[src/rtl/sound_scheduler.sv]
// Sound sequencer: turns game events (BAD/GOOD collision, direction change) into timed tone notes.
// Optional SOUND_SCHED_PREEMPT_EN lets a BAD event abort a running GOOD or DIR sequence.
module sound_scheduler #(
   parameter int unsigned NOTE_TICKS = 1000,
   parameter logic [7:0]  P_GOOD1    = 8'd120,
   parameter logic [7:0]  P_GOOD2    = 8'd80,
   parameter logic [7:0]  P_BAD1     = 8'd200,
   parameter logic [7:0]  P_BAD2     = 8'd250,
   parameter logic [7:0]  P_DIR      = 8'd160
) (
   input  logic       clk,
   input  logic       nRst,
   input  logic       button_i,
   input  logic       goodColl_i,
   input  logic       badColl_i,
   input  logic [3:0] direction_i,
   output logic       play_o,
   output logic [7:0] period_o,
   output logic       mute_o,
   output logic       busy_o
);

   localparam int unsigned CW = (NOTE_TICKS > 2) ? $clog2(NOTE_TICKS) : 1;
   localparam logic [CW-1:0] CNT_LOAD = CW'(NOTE_TICKS - 1);

   typedef enum logic [1:0] {S_IDLE, S_NOTE_A, S_NOTE_B} state_t;
   typedef enum logic [1:0] {SRC_NONE, SRC_BAD, SRC_GOOD, SRC_DIR} src_t;

   state_t        state, state_n;
   src_t          src, src_n, pick;
   logic [CW-1:0] cnt;
   logic          pend_bad, pend_good, pend_dir;
   logic          prev_btn, prev_good, prev_bad;
   logic [3:0]    prev_dir;
   logic          btn_ev, good_ev, bad_ev, dir_ev, mute_enter, mute_n;
   logic          note_end, seq_done, load;
   logic          clr_bad, clr_good, clr_dir;
   logic          play_n, busy_n;
   logic [7:0]    period_n;

   // Events are dropped while muted; the button edge itself is never gated
   assign btn_ev     = button_i & ~prev_btn;
   assign good_ev    = goodColl_i & ~prev_good & ~mute_o;
   assign bad_ev     = badColl_i & ~prev_bad & ~mute_o;
   assign dir_ev     = (direction_i != '0) && (direction_i != prev_dir) && !mute_o;
   assign mute_enter = btn_ev & ~mute_o;
   assign mute_n     = mute_o ^ btn_ev;
   assign note_end   = (state != S_IDLE) && (cnt == '0);

   always_comb begin
      if (pend_bad)       pick = SRC_BAD;
      else if (pend_good) pick = SRC_GOOD;
      else if (pend_dir)  pick = SRC_DIR;
      else                pick = SRC_NONE;
   end

   always_comb begin
      state_n  = state;
      src_n    = src;
      load     = 1'b0;
      seq_done = 1'b0;
      clr_bad  = 1'b0;
      clr_good = 1'b0;
      clr_dir  = 1'b0;
      period_n = '0;
      case (state)
         S_IDLE:   seq_done = 1'b1;
         S_NOTE_A: if (note_end) begin
            if (src == SRC_DIR) seq_done = 1'b1;
            else begin
               state_n = S_NOTE_B;
               load    = 1'b1;
            end
         end
         S_NOTE_B: if (note_end) seq_done = 1'b1;
         default:  seq_done = 1'b1;
      endcase
      // A finished sequence chains straight into the next pending source
      if (seq_done) begin
         if (pick != SRC_NONE) begin
            state_n = S_NOTE_A;
            src_n   = pick;
            load    = 1'b1;
         end else begin
            state_n = S_IDLE;
            src_n   = SRC_NONE;
         end
         clr_bad  = (pick == SRC_BAD);
         clr_good = (pick == SRC_GOOD);
         clr_dir  = (pick == SRC_DIR);
      end
`ifdef SOUND_SCHED_PREEMPT_EN
      if ((state != S_IDLE) && pend_bad && (src != SRC_BAD)) begin
         state_n  = S_NOTE_A;
         src_n    = SRC_BAD;
         load     = 1'b1;
         clr_bad  = 1'b1;
         clr_good = 1'b0;
         clr_dir  = 1'b0;
      end
`endif
      if (mute_enter) begin
         state_n  = S_IDLE;
         src_n    = SRC_NONE;
         load     = 1'b0;
         clr_bad  = 1'b0;
         clr_good = 1'b0;
         clr_dir  = 1'b0;
      end
      case (state_n)
         S_NOTE_A: case (src_n)
            SRC_BAD:  period_n = P_BAD1;
            SRC_GOOD: period_n = P_GOOD1;
            SRC_DIR:  period_n = P_DIR;
            default:  period_n = '0;
         endcase
         S_NOTE_B: case (src_n)
            SRC_BAD:  period_n = P_BAD2;
            SRC_GOOD: period_n = P_GOOD2;
            default:  period_n = '0;
         endcase
         default:  period_n = '0;
      endcase
   end

   assign busy_n = (state_n != S_IDLE);
   assign play_n = busy_n & ~mute_n;

   always_ff @(posedge clk or negedge nRst) begin
      if (!nRst) begin
         state     <= S_IDLE;
         src       <= SRC_NONE;
         cnt       <= '0;
         pend_bad  <= 1'b0;
         pend_good <= 1'b0;
         pend_dir  <= 1'b0;
         prev_btn  <= 1'b0;
         prev_good <= 1'b0;
         prev_bad  <= 1'b0;
         prev_dir  <= '0;
         mute_o    <= 1'b0;
         play_o    <= 1'b0;
         period_o  <= '0;
         busy_o    <= 1'b0;
      end else begin
         prev_btn  <= button_i;
         prev_good <= goodColl_i;
         prev_bad  <= badColl_i;
         prev_dir  <= direction_i;
         mute_o    <= mute_n;
         state     <= state_n;
         src       <= src_n;
         if (mute_enter) begin
            pend_bad  <= 1'b0;
            pend_good <= 1'b0;
            pend_dir  <= 1'b0;
         end else begin
            pend_bad  <= (pend_bad & ~clr_bad) | bad_ev;
            pend_good <= (pend_good & ~clr_good) | good_ev;
            pend_dir  <= (pend_dir & ~clr_dir) | dir_ev;
         end
         if (load)                  cnt <= CNT_LOAD;
         else if (state_n == S_IDLE) cnt <= '0;
         else if (cnt != '0)        cnt <= cnt - CW'(1);
         play_o   <= play_n;
         period_o <= period_n;
         busy_o   <= busy_n;
      end
   end

endmodule

[config.mk]
export PLATFORM = sky130hd
export DESIGN_NAME = sound_scheduler
export DESIGN_NICKNAME = d
export VERILOG_FILES = /design/src/rtl/sound_scheduler.sv
export SDC_FILE = /design/constraint.sdc
export NUM_CORES = 1
export LEC_CHECK = 0
export BUFFER_PORTS_ARGS = -buffer_cell sky130_fd_sc_hd__buf_4
export CORE_UTILIZATION = 62
export DETAILED_ROUTE_END_ITERATION = 16
export PLACE_DENSITY_LB_ADDON = 0.3
export SLEW_MARGIN = 10
export SYNTH_ARGS = -nofsm -noshare
export SYNTH_HDL_FRONTEND = slang
export SYNTH_SLANG_ARGS = --single-unit
[constraint.sdc]
create_clock -name clk -period 4.61 [get_ports clk]
set_input_delay 0.922 -clock clk [delete_from_list [all_inputs] [get_ports clk]]
set_output_delay 0.922 -clock clk [all_outputs]
set_load 0.01 [all_outputs]
Word level (Yosys, flattened, before mapping)
Index checks and enable logic that the tools add are counted.

Shifts and indexed selects: 0. Reduce and logical (&&, ||, !) cells: 12. Equality and inequality tests: 12. Bitwise logic cells: 22. Multipliers: 0. Add/sub/neg operators: 1. Order comparisons: 0. Div/mod/pow operators: 0. Multiplexer cells: 37.

Operators by type and width (count): $pmux W8 S2 (2); $mux W10 (3); $pmux W8 S3 (1); $mux W2 (11); $mux W1 (19); $eq A2 B2 Y1 const B (7); $and A1 B1 Y1 (10); $logic_not A10 Y1 (1); $reduce_bool A10 Y1 (1); $sub A10 B1 Y10 const B (1); $eq A2 B1 Y1 const B (4); $not A1 Y1 (8); $reduce_bool A2 Y1 (3); $ne A4 B4 Y1 (1); $reduce_bool A4 Y1 (1); $logic_and A1 B1 Y1 (3); $or A1 B1 Y1 (3); $reduce_bool A3 Y1 (1); $logic_not A2 Y1 (1); $pmux W1 S2 (1); $logic_not A1 Y1 (1); $xor A1 B1 Y1 (1).

Output and inout bits: 11. Register bits after elaboration: 35. Logic and storage cells: 98. Input port bits: 9. Memories: 0. Latch bits: 0. RAM bits: 0. ROM bits: 0.

Logic depth before layout (Yosys ltp)
Gate-level depths: netlist (run 1).

Word-level depth: 10. Mapped depth: 11. Mapped depth without buffers: 10.

Least setup slack after synthesis (run 1)
No wires, ideal clock.

Path kind: input to register. Start point: in button_i. End point: reg cnt[2]. Data required time: 4.488 ns. Setup slack: 1.884 ns. Setup time: 0.122 ns. Arrival: 2.604 ns. Cell stages on the path: 9. Cells stage by stage: nor2b_1 > ha_1 > buf_1 > clkbuf_1 > a21o_1 > ha_1 > clkbuf_1 > inv_1 > a32o_1.

Longest elaborated chain between the ends: 6. Elaborated cells between the ends (all ways): 8. Those cells by class: mux: 4; bitwise: 2; reduce/logical: 2.

Ends and longest elaborated chain: start, declared (line 13) `input logic button_i,`; $and A1 B1 Y1 (*) (line 42) `assign btn_ev = button_i & ~prev_btn;`; $and A1 B1 Y1 (*) (line 46) `assign mute_enter = btn_ev & ~mute_o;`; $mux W2 (line 102) `if (mute_enter) begin`; $logic_not A2 Y1 (line 163) `else if (state_n == S_IDLE) cnt <= '0;`; $mux W10 (line 163); $mux W10 (line 162) `if (load) cnt <= CNT_LOAD;`; end signal, assigned (line 164) `else if (cnt != '0) cnt <= cnt - CW'(1);`; end, declared (line 31) `logic [CW-1:0] cnt;`.

Mark *: on every way between the ends. The rest lies on a longest branch, timed or not. A chain may end at the register's enable or synchronous reset.

Worst setup path in the final report (run 1)
Start point: reg cnt[0]. End point: reg cnt[2].

Longest elaborated chain between the ends: 9. Elaborated cells between the ends (all ways): 21. Those cells by class: add/sub: 1; mux: 15; reduce/logical: 5.

Ends and longest elaborated chain: $logic_not A10 Y1 (line 48) `assign note_end = (state != S_IDLE) && (cnt == '0);`; $logic_and A1 B1 Y1 (line 48); $mux W1 (tied with other cells) (line 75) `S_NOTE_B: if (note_end) seq_done = 1'b1;`; $pmux W1 S2 or $mux W2 (tied branches) (line 66) `case (state)`; $mux W2 (line 79) `if (seq_done) begin`; $mux W2 (line 102); $logic_not A2 Y1 (line 163); $mux W10 (line 163); $mux W10 (line 162).

Several ways; a longest one is shown, not always the timed one. The select of a mux whose other input is x is not followed.

==> flow_summary.json, run 1 <==
{
  "synth_top_area_share_pct": 45.5,
  "start_util_pct": 65.8,
  "htree_levels": 2,
  "area_growth_pct": 10.1,
  "cts_buffer_depth": 2,
  "syn_area_per_cell_um2": 10.9,
  "vias": 1326,
  "cap_violations": 0,
  "root_buffer": "clkbuf_4",
  "async_reset_ff_share_pct": 100,
  "hold_viol": 0,
  "crit_type": "reg -> reg",
  "path_depth": 9,
  "ys_ff_latch": 33,
  "cts_setup_buffers": 0,
  "dp_cells": 209,
  "drc": 0,
  "ant_nets": 0,
  "grt_max_degree": 34,
  "hold_buffers": 0,
  "first_pass_iters": 4,
  "syn_area_um2": 1810,
  "die_h_um": 56.1,
  "port_buffers": 17,
  "grt_util_all_layers_pct": 23.8,
  "drt_first_iter_violations": 67,
  "critical_path.top_delay_family": "simple AND/OR/NAND/NOR gates",
  "core.rowCount": 19,
  "core-area_um2": 2760,
  "drive_gt1_share_pct": 18.8,
  "cts_resized": 0,
  "yosysMostFrequentCell": "dfrtp_1",
  "synth_common_cells": "dfrtp_1, ha_1, inv_1, nor2_1, a21oi_1",
  "min_path_type": "in -> async",
  "vdd_drop_max_uv": 571,
  "synthTopCellsByArea": "dfrtp_1, ha_1, xnor2_1",
  "crit_arrival_ns": 3.08,
  "fillCellCount": 191,
  "slew_viol_final": 0,
  "top_usage_layer": "met2",
  "status": "finished, final reports clean",
  "setup_viol_count_final": 0,
  "cp_max_fo": 12,
  "fin_crit_ns": 2.87,
  "wl_per_cell_um": 15.2,
  "synth_cell_types": 55,
  "use_met2_pct": 41.3,
  "path_buf_inv": 2,
  "max_stage_delay_ns": 0.59,
  "synthFlopType": "dfrtp_1",
  "num-nets-final": 207,
  "n_antenna_cell": 0,
  "ios": 20,
  "critPathCaptureType": "flop",
  "numClockSinks": 33,
  "antenna_found_initial": 0,
  "synth_warnings": 0,
  "die-area_um2": 3150,
  "path_cells": "inv_1 > ha_1 > nor4b_4 > nand4_1 > nand3_1 > a21o_1 > ha_1 > inv_1 > a32o_1",
  "utilization_pct": 72.4,
  "grt_pass1_vias": 1393,
  "p_leak_uw": 0.000920,
  "fmaxAchievable_mhz": 349,
  "ff2ff_setup_slack_ns": 1.74,
  "dp_hpwl_um": 2490,
  "p_per_area_nw_per_um2": 675,
  "synth_edf_count": 0,
  "use_met3_pct": 5.35,
  "grt_pass1_wl_um": 5780,
  "rsz0062_at_grt": "false",
  "worst_pin_slew_ns": 0.861,
  "skew_ns": 0.00956,
  "synth_top_area_cell": "dfrtp_1",
  "max-slew-margin-rel_pct": 42.4,
  "fin_cells": 217,
  "worstRegToRegCells": 9,
  "die_x_um": 56.1,
  "timing.setup.tns_ns": 0,
  "fin_crit_sh_pct": 62.2,
  "clk_pin_slew_ns": 0.10,
  "start_kind": "flop",
  "cp_data_required_time_ns": 4.82,
  "insertion_delay_ns": 0.33,
  "totalWireLength_um": 3300,
  "yosysSeqAreaShare_pct": 45.5,
  "cpMaxStageDelayCell": "nor4b_4",
  "overflow": 0,
  "globalplace.congestion": 0.938,
  "viasPerCell": 6.11,
  "syn_inst": 167,
  "cts_buffers": 5,
  "grtUsageMet1_pct": 27.2,
  "hold_ws_ns": 0.509,
  "cts_tree": "built"
}
==> power by group <==
part / switching [µW] / internal (µW)
Sequential: 107 / 390
Clock: 92.7 / 57.4
Combinational: 395 / 306
==> placed cells by master (no fill, tap or decap), types with 3 or more instances in the layout <==
master,count
a211oi_1,3
a21boi_0,3
a21oi_1,7
buf_4,17
clkbuf_4,5
dfrtp_1,33
ha_1,13
inv_1,13
mux2i_1,5
nand2_1,6
nand3_1,4
nor2_1,10
nor2b_1,3
nor3_1,3
o22ai_1,5
xnor2_1,6
==> metal layers <==
metal | share of wire, % | wire, µm
met1 | 42 | 1380
met2 | 52 | 1700
met3 | 4.2 | 138
met4 | 2.3 | 77
met5 | 0 | 0
==> cells by family (layout without fill, tap and decap cells) <==
logic type | count (synthesis) | count (layout) | share of synthesized area (%)
AO/OA/AOI/OAI | 44 | 44 | 19.4
AND/OR/NAND/NOR | 44 | 44 | 14.7
flip-flops | 33 | 33 | 45.5
buffers and inverters | 20 | 38 | 5.03
adder cells (fa/ha/maj) | 13 | 13 | 8.97
XOR/XNOR | 7 | 7 | 3.38
multiplexers | 5 | 5 | 2.76
other | 1 | 2 | 0.207
==> worst paths after layout <==
kind	from	endpoint
setup / recovery	cnt[0]	cnt[2]
hold / removal	nRst	period_o[3]
setup reg to reg	cnt[0]	cnt[2]
hold reg to reg	prev_good	pend_good
max in group asynchronous	nRst	mute_o
min in group clk	prev_good	pend_good
==> cell type report <==
cell class | count | area, µm² | area share [%]
multi-input cells | 115 | 901 | 45.1
flip-flops and latches | 33 | 826 | 41.4
repair buffers | 17 | 128 | 6.39
inverters | 13 | 48.8 | 2.44
well taps | 31 | 38.8 | 1.94
clock buffers | 5 | 37.5 | 1.88
clock inverters | 3 | 17.5 | 0.877
==> state kept, by name (all words and copies together), names as in the netlist, 2 cells and up <==
name      flops
cnt          10
period_o      6
prev_dir      4
src           2
state         2
==> worst reg2reg max path: cells and delay by family (launching register included) <==
family	cells	cell delay (ns)
adder cells (fa/ha/maj)	2	0.59
AND/OR/NAND/NOR	3	1.09
AO/OA/AOI/OAI	2	0.41
buffers and inverters	2	0.23
flip-flops	1	0.44
==> through the flow <==
stage,cell area (µm²),setup WS [ns],power (µW)
6_report,2000,1.74,1350
5_1_grt,2000,1.51,1450
4_1_cts,2000,1.72,1350
3_5_place_dp,1940,1.54,1200
3_3_place_gp,1940,1.70,1160
2_1_floorplan,1820,1.88,1010
Note: power is estimated with default switching activity, not from simulation.
==> run 2, diff against run 1 <==
CORE_UTILIZATION = 52   (was 62)
clock period = 2.4 ns   (was 4.61 ns; I/O delays follow)
==> run 2 against run 1 <==
Maximum frequency is 25% higher. Hold slack got worse by 0.44 ns. Routed wire length is 16% higher. Design area up 10%. Critical path depth rose by 1. Sequential cell count stayed put. Via count up 4.8%. Combinational power is 140% higher.
==> flow_summary.json, run 2 (synthesis gave the netlist of run 1 again) <==
{
  "status": "finished, final reports clean",
  "grt_util_all_layers_pct": 23.0,
  "drc": 0,
  "top_register": "cnt",
  "setup_viol_count_final": 0,
  "start_kind": "flop",
  "reg_top3": "cnt: 10 flops, period_o: 6 flops, prev_dir: 4 flops",
  "cts_tree": "built",
  "cts_buffer_depth": 2,
  "fmaxAchievable_mhz": 437,
  "critPathCapture": "period_o[4]",
  "die-area_um2": 3730,
  "antenna_found_initial": 0,
  "p_per_area_nw_per_um2": 1330,
  "fin_crit_sh_pct": 95.4,
  "hold_ws_ns": 0.0654,
  "post-place-ws_ns": -0.0547,
  "crit_type": "reg -> reg",
  "ios": 20,
  "numClockSinks": 33,
  "globalplace.congestion": 0.845,
  "fillCellCount": 289,
  "crit_start": "cnt[0]",
  "insertion_delay_ns": 0.34,
  "fin_crit_ns": 2.29,
  "dp_hpwl_um": 2780,
  "min_path_type": "in -> async",
  "die_h_um": 61.1,
  "hold_buffers": 0,
  "core.rowCount": 21,
  "grt_pass1_wl_um": 6090,
  "wl_per_cell_um": 15.4,
  "vdd_drop_max_uv": 798,
  "totalWireLength_um": 3810,
  "cap_violations": 0,
  "ant_nets": 0,
  "critPathCaptureType": "flop",
  "cp_data_required_time_ns": 2.64,
  "first_pass_iters": 4,
  "overflow": 0,
  "drive_gt1_share_pct": 30.7,
  "core-area_um2": 3340,
  "grt_max_degree": 34,
  "hold_viol": 0,
  "largest_register_ffs": 10,
  "crit-reg2reg-capture": "period_o[4]",
  "power_uw": 2920,
  "r2r_start": "cnt[0]",
  "grt_pass1_vias": 1375,
  "cp_max_fo": 4,
  "skew_ns": 0.00501,
  "n_antenna_cell": 0,
  "start_util_pct": 54.4,
  "ff2ff_setup_slack_ns": 0.11,
  "crit_arrival_ns": 2.53,
  "final_cell_mix": "buf_4, dfrtp_1, inv_1",
  "viasPerCell": 5.60,
  "num-nets-final": 224,
  "root_buffer": "clkbuf_4",
  "vias": 1390,
  "p_leak_uw": 0.00100,
  "clk_pin_slew_ns": 0.10,
  "htree_levels": 2,
  "finalWorstSetupSlack_ns": 0.110,
  "slew_viol_final": 0,
  "area_growth_pct": 21.3,
  "worstRegToRegCells": 10,
  "cts_buffers": 5,
  "die_x_um": 61.1,
  "drt_first_iter_violations": 78,
  "layout_commonest_cell": "buf_4",
  "port_buffers": 17
}
[run 2: cell types whose count changed in the layout (fill, tap and decap cells not counted), sizes merged]
cell / previous run / this run
buf: 17 / 34
clkbuf: 5 / 6
clkinv: 2 / 0
[run 2: metal layers]
layer,global-route usage (%),vias up,share of wire (%)
li1,-,674,-
met1,26.8,669,40
met2,39.1,34,53
met3,5.46,13,3.6
met4,12.7,0,3.6
met5,0,-,0
[run 2: timing repair]
action,in CTS,in global routing
endpoints found under the setup margin,13,5
resized for setup,1,11
pin swaps,1,6
buffers inserted,2,3
[run 2: through the flow]
stage               utilization, %  cells  setup TNS (ns)  instance area (µm²)
floorplan                        -    168               0                 1820
global placement              61.5    236         -0.0179                 2050
detailed placement            61.5    236          -0.184                 2050
CTS                           64.0    245               0                 2140
global route                  66.0    248        -0.00114                 2200
finish                        66.0    248               0                 2200
[run 2: where the power goes]
part           internal, µW  switching [µW]
registers               750             189
logic                   794             859
clock network           137             188
total                  1680            1240
[run 2: layout make-up]
type	instances	area, µm²	share of cell area (%)
repair buffers	34	255	11.6
well taps	46	57.6	2.62
multi-input cells	115	955	43.4
flip-flops and latches	33	826	37.5
clock buffers	6	51.3	2.33
inverters	13	48.8	2.22
clock inverters	1	7.51	0.341
[run 2: worst min-delay path by stage]
stage	endpoint	startpoint	cells past startpoint	slack (ns)
detailed placement	cnt[6]	nRst	1	0.44
finish	cnt[6]	nRst	1	0.07
CTS	cnt[6]	nRst	1	0.06
floorplan	busy_o	nRst	0	0.18
global route	cnt[0]	nRst	1	0.09
global placement	cnt[5]	nRst	1	0.43
[run 2: worst max-delay path, cell delays in order (launching register included)]
cell	delay (ns)
dfrtp_1	0.39
inv_1	0.09
ha_2	0.19
nor4b_4	0.18
buf_4	0.18
a41oi_1	0.15
a211oi_2	0.38
buf_4	0.19
ha_4	0.20
a22oi_1	0.17
nor2b_1	0.07
==> run 3, diff against run 2 <==
==> constraint.sdc (replaced) <==
create_clock -name clk -period 2.4 [get_ports clk]
set_input_delay 0.24 -clock clk [delete_from_list [all_inputs] [get_ports clk]]
set_output_delay 0.24 -clock clk [all_outputs]
set_load 0.01 [all_outputs]
==> run 3 against run 2 <==
Utilization is 1.4 points higher. Via count increased by 1.6%. Clock skew is 0.0057 ns higher. Power is 3.4% higher. Hold slack lost 0.030 ns. Final cell count increased by 0.40%. Sequential power increased by 0.5%. Critical endpoint is now period_o[7].
==> flow_summary.json, run 3 (synthesis gave the netlist of run 1 again) <==
{
  "cp_data_required_time_ns": 2.62,
  "critical_path.top_delay_family": "simple AND/OR/NAND/NOR gates",
  "top_register": "cnt",
  "numClockSinks": 33,
  "die_x_um": 61.1,
  "fmaxAchievable_mhz": 423,
  "post-place-ws_ns": -0.134,
  "largest_register_ffs": 10,
  "viasPerCell": 5.67,
  "area_growth_pct": 23.9,
  "worstRegToRegCells": 11,
  "die_h_um": 61.1,
  "cp_max_fo": 6,
  "overflow": 0,
  "antenna_found_initial": 0,
  "drive_gt1_share_pct": 32.0,
  "drc": 0,
  "vias": 1412,
  "ff2ff_setup_slack_ns": 0.04,
  "fillCellCount": 290,
  "holdPathEnd": "prev_bad",
  "start_kind": "flop",
  "start_util_pct": 54.4,
  "p_leak_uw": 0.00102,
  "globalplace.congestion": 0.929,
  "sw_frac_of_total_pct": 42.5,
  "p_int_uw": 1730,
  "slew_viol_final": 0,
  "htree_levels": 2,
  "crit_type": "reg -> reg",
  "rsz0062_at_grt": "true",
  "whs_path_depth": 1,
  "fin_crit_ns": 2.36,
  "comb_power_share_pct": 58.5,
  "grt_util_all_layers_pct": 22.3,
  "insertion_delay_ns": 0.33,
  "core.rowCount": 21,
  "crit-reg2reg-capture": "period_o[7]",
  "fin_crit_sh_pct": 98.4,
  "root_buffer": "clkbuf_4",
  "totalWireLength_um": 3870,
  "grt_max_degree": 34,
  "status": "finished, final reports clean",
  "worstHoldStart": "badColl_i",
  "cts_buffers": 5,
  "hold_viol": 0,
  "crit_start": "cnt[1]",
  "vdd_drop_max_uv": 669,
  "skew_ns": 0.0107,
  "p_sw_uw": 1280,
  "cts_buffer_depth": 2,
  "core-area_um2": 3340,
  "final_cell_mix": "dfrtp_1, buf_4, inv_1",
  "path_cells": "inv_2 > ha_4 > nor4b_4 > buf_4 > a41oi_4 > or2_1 > a21o_1 > ha_4 > nand2_2 > inv_1 > o2bb2ai_1",
  "r2r_start": "cnt[1]",
  "pwr-share-clk_pct": 10.2,
  "p_per_area_nw_per_um2": 1340,
  "seqPwrFrac_pct": 31.3,
  "clk_pin_slew_ns": 0.10,
  "crit_arrival_ns": 2.58,
  "grt_pass1_wl_um": 5790,
  "dp_hpwl_um": 2710,
  "first_pass_iters": 4,
  "fin_cells": 249,
  "ios": 20,
  "finalWorstSetupSlack_ns": 0.0380,
  "port_buffers": 17,
  "setup_viol_count_final": 0,
  "cap_violations": 0,
  "path_buf_inv": 3,
  "ant_nets": 0,
  "drt_first_iter_violations": 88,
  "crit_top_cell": "ha_4",
  "n_antenna_cell": 0,
  "cpMaxStageDelayCell": "dfrtp_1",
  "dp_cells": 233,
  "cts_tree": "built",
  "critPathCaptureType": "flop",
  "max_stage_delay_ns": 0.42,
  "grt_pass1_vias": 1351,
  "die-area_um2": 3730,
  "wl_per_cell_um": 15.6,
  "min_path_type": "in -> reg",
  "num-nets-final": 225,
  "hold_ws_ns": 0.0351,
  "reg_top3": "cnt: 10 flops, period_o: 6 flops, prev_dir: 4 flops"
}
==> run 3: area by class of cell <==
cell class | instances | area [µm²] | area share (%)
Clock buffer | 7 | 55.1 | 2.45
Inverter | 13 | 48.8 | 2.17
Sequential cell | 33 | 826 | 36.7
Timing Repair Buffer | 35 | 268 | 11.9
Multi-Input combinational cell | 115 | 993 | 44.2
Tap cell | 46 | 57.6 | 2.56
==> run 3: power by group through the flow <==
stage	clock [µW]	combinational (µW)	sequential (µW)
2_1_floorplan	0	1000	940
3_3_place_gp	0	1410	945
3_5_place_dp	0	1450	952
4_1_cts	321	1480	941
5_1_grt	352	1910	971
6_report	308	1760	944
==> run 3: layer usage <==
metal | track usage [%] | routed length (µm) | vias up | share of wire, %
li1 | - | - | 671 | -
met1 | 24.5 | 1620 | 698 | 42
met2 | 40.4 | 2040 | 35 | 53
met3 | 5.88 | 134 | 8 | 3.5
met4 | 9.74 | 74 | 0 | 1.9
met5 | 0 | 0 | - | 0
==> run 3: worst max-delay path by stage <==
| stage | to | slack, ns | cells after the start |
|---|---|---|---|
| final | period_o[7] | 0.04 | 11 |
| after global routing | period_o[5] | -0.08 | 9 |
| after CTS | period_o[5] | 0.01 | 10 |
| after detailed placement | period_o[5] | -0.13 | 8 |
| after global placement | period_o[3] | -0.11 | 8 |
| after floorplan | cnt[2] | 0.03 | 11 |
==> run 3: worst reg2reg max path: stages (launching register included) <==
cell	delay (ns)
dfrtp_1	0.42
inv_2	0.09
ha_4	0.13
nor4b_4	0.23
buf_4	0.18
a41oi_4	0.16
or2_1	0.31
a21o_1	0.25
ha_4	0.20
nand2_2	0.09
inv_1	0.06
o2bb2ai_1	0.11
==> run 3: what timing repair did <==
item / CTS / global route
endpoints found under the hold margin: 33 / 1
setup buffers: 3 / 4
endpoints found under the setup margin: 14 / 17
gates resized for setup: 0 / 21
pin swaps: 1 / 7
hold buffers: 1 / 1
==> run 3: through the flow <==
step	TNS (ns)	utilization, %	power [µW]	area, µm²
final	0	67.4	3020	2250
after global routing	-0.356	67.4	3230	2250
after CTS	0	63.4	2740	2120
after detailed placement	-0.987	60.8	2400	2030
after global placement	-0.574	60.8	2350	2030
after floorplan	0	-	1940	1820
